## src/rtl/ccff_bitstream_loader.sv

```systemverilog
// Serialises host configuration words onto a ccff chain, gates the chain clock,
// captures the previous chain contents as readback and holds the fabric isolated until done.
module ccff_bitstream_loader #(
    parameter int CHAIN_LEN = 4,
    parameter int WORD_W    = 8
) (
    input  logic              prog_clk,
    input  logic              prog_reset,
    input  logic              start,
    input  logic              abort,
    input  logic [WORD_W-1:0] cfg_data,
    input  logic              cfg_valid,
    output logic              cfg_ready,
    output logic              ccff_head,
    output logic              ccff_shift_en,
    input  logic              ccff_tail,
    output logic [WORD_W-1:0] rdbk_data,
    output logic              rdbk_valid,
    output logic              busy,
    output logic              done,
    output logic              isol_n
);

    localparam int CNT_W = $clog2(CHAIN_LEN + 1);
    localparam int WB_W  = $clog2(WORD_W + 1);

    typedef enum logic [1:0] {
        S_IDLE,
        S_LOAD,
        S_SHIFT,
        S_DONE
    } state_t;

    state_t            r_state;
    state_t            w_state_nxt;

    logic [CNT_W-1:0]  r_bit_cnt;
    logic [WB_W-1:0]   r_wbit;
    logic [WORD_W-1:0] r_word;
    logic [WORD_W-1:0] r_rdbk;
    logic [WORD_W-1:0] r_rdbk_data;
    logic              r_rdbk_valid;

    logic              w_last_bit;
    logic              w_last_wbit;
    logic              w_start_ok;
    logic [WORD_W-1:0] w_cap;

    assign w_last_bit  = (r_bit_cnt == CNT_W'(CHAIN_LEN - 1));
    assign w_last_wbit = (r_wbit == WB_W'(WORD_W - 1));
    assign w_start_ok  = start && !abort;
    // Readback word with the tail bit of this edge merged at its capture position.
    assign w_cap       = r_rdbk | (WORD_W'(ccff_tail) << r_wbit);

    always_ff @(posedge prog_clk or posedge prog_reset) begin
        if (prog_reset) begin
            r_state <= S_IDLE;
        end else begin
            r_state <= w_state_nxt;
        end
    end

    always_comb begin
        w_state_nxt   = r_state;
        cfg_ready     = 1'b0;
        ccff_shift_en = 1'b0;
        ccff_head     = 1'b0;
        busy          = 1'b0;
        done          = 1'b0;
        isol_n        = 1'b0;
        unique case (r_state)
            S_IDLE: begin
                if (w_start_ok) begin
                    w_state_nxt = S_LOAD;
                end
            end
            S_LOAD: begin
                cfg_ready = 1'b1;
                busy      = 1'b1;
                if (abort) begin
                    w_state_nxt = S_IDLE;
                end else if (cfg_valid) begin
                    w_state_nxt = S_SHIFT;
                end
            end
            S_SHIFT: begin
                ccff_shift_en = 1'b1;
                ccff_head     = r_word[0];
                busy          = 1'b1;
                if (abort) begin
                    w_state_nxt = S_IDLE;
                end else if (w_last_bit) begin
                    w_state_nxt = S_DONE;
                end else if (w_last_wbit) begin
                    w_state_nxt = S_LOAD;
                end
            end
            S_DONE: begin
                done   = 1'b1;
                isol_n = 1'b1;
                if (w_start_ok) begin
                    w_state_nxt = S_LOAD;
                end
            end
            default: begin
                w_state_nxt = S_IDLE;
            end
        endcase
    end

    always_ff @(posedge prog_clk or posedge prog_reset) begin
        if (prog_reset) begin
            r_bit_cnt    <= '0;
            r_wbit       <= '0;
            r_word       <= '0;
            r_rdbk       <= '0;
            r_rdbk_data  <= '0;
            r_rdbk_valid <= 1'b0;
        end else begin
            r_rdbk_valid <= 1'b0;
            case (r_state)
                S_IDLE, S_DONE: begin
                    if (w_start_ok) begin
                        r_bit_cnt <= '0;
                        r_wbit    <= '0;
                        r_rdbk    <= '0;
                    end
                end
                S_LOAD: begin
                    if (!abort && cfg_valid) begin
                        r_word <= cfg_data;
                        r_wbit <= '0;
                        r_rdbk <= '0;
                    end
                end
                S_SHIFT: begin
                    // Abort leaves the partial readback word unpublished; the next start clears it.
                    if (!abort) begin
                        r_word    <= r_word >> 1;
                        r_bit_cnt <= r_bit_cnt + 1'b1;
                        if (w_last_bit || w_last_wbit) begin
                            r_rdbk_data  <= w_cap;
                            r_rdbk_valid <= 1'b1;
                            r_wbit       <= '0;
                            r_rdbk       <= '0;
                        end else begin
                            r_wbit <= r_wbit + 1'b1;
                            r_rdbk <= w_cap;
                        end
                    end
                end
                default: ;
            endcase
        end
    end

    assign rdbk_data  = r_rdbk_data;
    assign rdbk_valid = r_rdbk_valid;

endmodule

```

## config.mk

```make
export PLATFORM = sky130hd
export DESIGN_NAME = ccff_bitstream_loader
export DESIGN_NICKNAME = d
export VERILOG_FILES = /design/src/rtl/ccff_bitstream_loader.sv
export SDC_FILE = /design/constraint.sdc
export NUM_CORES = 1
export LEC_CHECK = 0
export CAP_MARGIN = 20
export CELL_PAD_IN_SITES_DETAIL_PLACEMENT = 1
export CELL_PAD_IN_SITES_GLOBAL_PLACEMENT = 1
export CORE_UTILIZATION = 36
export DETAILED_ROUTE_END_ITERATION = 7
export PLACE_DENSITY_LB_ADDON = 0.05
export SLEW_MARGIN = 5
export SYNTH_ARGS = -nofsm -noshare
export SYNTH_HDL_FRONTEND = slang
export SYNTH_SLANG_ARGS = --single-unit
```

## constraint.sdc

```tcl
create_clock -name prog_clk -period 1.7 [get_ports prog_clk]
set_input_delay 0.34 -clock prog_clk [delete_from_list [all_inputs] [get_ports prog_clk]]
set_output_delay 0.34 -clock prog_clk [all_outputs]
set_load 0.005 [all_outputs]
```

==> flow_summary.yaml <==
power_and_ir_drop:
  power.leakage_nw: 1.13
  power.sequential.fraction_pct: 25.4
  peak_supply_drop_mv: 0.669
  switching_power_mw: 1.47
  comb_power_share_pct: 53.6
  post-layout-total-power_mw: 4.38
  netSwitchingFraction_pct: 33.5
  power_per_cell_area_nw_per_um2: 1740
  clock_power_share_pct: 20.9
  p_int_mw: 2.91
clocking:
  cts-root-to-sink-buffers: 2
  clkSinkCount: 34
  clk-insertion-delay-late_ns: 0.30
  clk_root_buffer_cell: "sky130_fd_sc_hd__clkbuf_8"
  cts_htree_levels: 2
  clock_tree_from_tritoncts: "yes"
  cts_inserted_buffers: 5
  clk_transition_reported_paths_ns: 0.07
setup_path:
  cp-endpoint: "r_rdbk[1]"
  crit_start: "r_state[1]"
  r2r_end: "r_rdbk[1]"
  path_class: "reg2reg"
  setup.worst_path.end_class: "flop"
  ff_to_ff_start: "r_state[1]"
  ff2ff_setup_slack_ns: -0.03
  worstPathArrival_ns: 1.96
  critPathRequiredTime_ns: 1.92
  crit_path_start_kind: "flop"
  path_max_fanout: 8
  ff2ff_path_depth: 6
floorplan:
  die_h_um: 70.6
  die_width_um: 70.6
  io_pins: 29
  start_util_pct: 38.1
  area_of_the_core_um2: 4440
  area_of_the_die_um2: 4980
  placement_rows: 24
synthesis:
  post_synth_edffs: 0
  synthMostInstantiatedCell: "sky130_fd_sc_hd__dfrtp_1"
  synthesis.nets: 187
  post_synth.cell_area_avg_um2: 10.1
  synth_sequential_area_ratio_pct: 50.3
  synth.cell_area_um2: 1690
  post_synth_inst_count: 167
  yosysTopAreaCell: "sky130_fd_sc_hd__dfrtp_1"
  synth.distinct_cells: 32
  synth_top_cells_by_area: "sky130_fd_sc_hd__dfrtp_1 (50%), sky130_fd_sc_hd__mux2_2 (9.3%), sky130_fd_sc_hd__nand2_1 (5.3%)"
  share_of_the_synthesized_area_in_the_top_cell_type_pct: 50.3
  netlist_top_cells_count: "sky130_fd_sc_hd__dfrtp_1 (34), sky130_fd_sc_hd__nand2_1 (24), sky130_fd_sc_hd__mux2_2 (14), sky130_fd_sc_hd__o21ai_0 (14), sky130_fd_sc_hd__a21oi_1 (12)"
  postSynth.asyncResetShare_pct: 100
  synth_seq_cells: 34
  syn_warnings: 0
  ys_dominant_reg_cell: "sky130_fd_sc_hd__dfrtp_1"
min_path:
  hp-class: "in2async"
layout:
  antenna_cells: 0
  design.final.nets: 240
  syn_to_final_growth_pct: 49.0
  post-route-util_pct: 56.8
  drive_above_1_share_pct: 38.0
global_routing:
  vias_in_the_first_global_route: 1564
  grt_pass1_wl_um: 7720
  number_of_antenna_violations_at_the_first_check_in_global_routing: 0
  grt_overflow_total: 0
  pin_count_of_the_biggest_net_entering_global_routing: 35
  overall_global_routing_usage_pct: 20.1
placement:
  io_buffer_count: 28
  dpl.hpwl_um: 3010
  place_congestion: 0.731
route:
  drtIter0Drc: 56
  vias_per_cell: 5.19
  detail_route.wirelength_um: 4760
  routed_vias: 1418
  first_pass_iters: 5
  ant_nets: 0
  route.detailed.drc: 6
  detail_route.wl_per_cell_um: 17.4
sta:
  rsz0062_at_grt: "yes"
  final.setup_skew_ns: 0.00458
  layout_min_cycle_time_ns: 1.73
  timing.final.crit_share_pct: 102
  measured_slew_at_the_worst_slew_check_pin_ns: 0.460
  final_critical_path_setup_slack_ns: -0.0345
  max_slew_margin_pct: 69.3
  setup_viol: 11
  hold_viol: 0
  slew_viol_final: 0
  highest_attainable_clock_frequency_mhz: 577
status:
  failed_checks: "design-rule violations, negative setup slack"
  outcome: "finished, violations left"
job:
  drv.max_cap_violation_count: 0
==> worst max-delay path, stage by stage (launching register included) <==
cell,delay [ns]
sky130_fd_sc_hd__dfrtp_2,0.44
sky130_fd_sc_hd__ha_4,0.19
sky130_fd_sc_hd__buf_6,0.12
sky130_fd_sc_hd__o21a_1,0.17
sky130_fd_sc_hd__a211o_4,0.37
sky130_fd_sc_hd__nand2b_4,0.21
sky130_fd_sc_hd__a21oi_2,0.16
==> worst min path at each step <==
stage | startpoint | end | slack (ns) | cells after the start
floorplan | r_bit_cnt[0] | r_bit_cnt[0] | 0.46 | 1
global placement | r_bit_cnt[0] | r_bit_cnt[0] | 0.47 | 1
detailed placement | rdbk_data[1] | rdbk_data[1] | 0.48 | 2
CTS | prog_reset | rdbk_data[0] | 0.47 | 3
global route | r_word[7] | r_word[7] | 0.52 | 2
finish | prog_reset | rdbk_data[0] | 0.48 | 3
==> cells by family after synthesis <==
| group | Yosys count | share of synthesized area, % |
|---|---|---|
| AO/OA/AOI/OAI | 45 | 15.7 |
| adder cells (fa/ha/maj) | 6 | 4.43 |
| buffers and inverters | 18 | 5.47 |
| flip-flops | 34 | 50.3 |
| multiplexers | 16 | 10.5 |
| AND/OR/NAND/NOR | 48 | 13.6 |
==> power groups by stage <==
stage | Clock (mW) | Combinational (mW) | Sequential [mW]
2_1_floorplan | 0 | 1.15 | 1.09
3_3_place_gp | 0 | 1.70 | 1.10
3_5_place_dp | 0 | 1.79 | 1.11
4_1_cts | 0.926 | 1.97 | 1.10
5_1_grt | 0.972 | 2.52 | 1.14
6_report | 0.916 | 2.35 | 1.11
==> layout make-up <==
type                       count  area (um^2)
fill                         477         1920
multi-input combinational    116          916
sequential                    34          852
timing repair buffer          54          518
clock buffer                   5         68.8
clock inverter                 3         68.8
tap                           52         65.1
inverter                       9         33.8
==> sequential cells by signal, summed over array words and instances, names as in the netlist <==
name and count:
r_bit_cnt 3, r_rdbk 8, r_state 2, r_wbit 4
r_word 8, rdbk_data 8, rdbk_valid 1
==> metal layers <==
metal / share of wire, % / vias up / wire length, um / global-route usage [%]
li1: - / 682 / - / -
met1: 42 / 708 / 2020 / 24.3
met2: 53 / 19 / 2530 / 35.8
met3: 2.7 / 9 / 129 / 3.99
met4: 1.7 / 0 / 83 / 7.33
met5: 0 / - / 0 / 0
==> cell usage in the layout (no fill, tap or decap), types with 2 or more instances in the layout <==
cell type and instances:
sky130_fd_sc_hd__buf_6 3, sky130_fd_sc_hd__dfrtp_1 33, sky130_fd_sc_hd__nand2b_1 3, sky130_fd_sc_hd__mux2_2 10, sky130_fd_sc_hd__inv_1 7, sky130_fd_sc_hd__nand2_1 15, sky130_fd_sc_hd__nor2b_1 6, sky130_fd_sc_hd__a21oi_2 8
sky130_fd_sc_hd__o21a_1 2, sky130_fd_sc_hd__a21oi_1 4, sky130_fd_sc_hd__nor2_1 6, sky130_fd_sc_hd__nor2_2 2, sky130_fd_sc_hd__inv_2 2, sky130_fd_sc_hd__bufinv_16 2, sky130_fd_sc_hd__o21ai_2 4, sky130_fd_sc_hd__nand2_4 2
sky130_fd_sc_hd__ha_4 2, sky130_fd_sc_hd__mux2_4 4, sky130_fd_sc_hd__clkdlybuf4s50_1 22, sky130_fd_sc_hd__nand2_2 7, sky130_fd_sc_hd__o21ai_0 12, sky130_fd_sc_hd__mux2i_1 2, sky130_fd_sc_hd__clkbuf_8 5, sky130_fd_sc_hd__clkdlybuf4s15_1 4
sky130_fd_sc_hd__a31oi_1 5, sky130_fd_sc_hd__ha_1 4, sky130_fd_sc_hd__nand2b_4 2, sky130_fd_sc_hd__buf_4 20
==> repair_timing <==
action                     CTS  global route
pin swaps                    2             3
cloned                       1             1
setup endpoints to repair   25            35
hold buffers                 0             0
gates resized for setup     15            36
buffers inserted             4             0
==> per-stage QoR <==
step | hold slack (ns) | setup WS, ns | cells | instance area, um^2 | TNS, ns
after CTS | 0.474 | -0.0693 | 272 | 2390 | -0.662
after global routing | 0.521 | -0.112 | 273 | 2520 | -1.09
after global placement | 0.466 | -0.119 | 259 | 2190 | -3.04
after detailed placement | 0.477 | -0.191 | 259 | 2190 | -3.96
after floorplan | 0.457 | -0.0157 | 167 | 1740 | -0.108
final | 0.480 | -0.0345 | 273 | 2520 | -0.212
No activity file was read; power rests on OpenSTA's default activity.
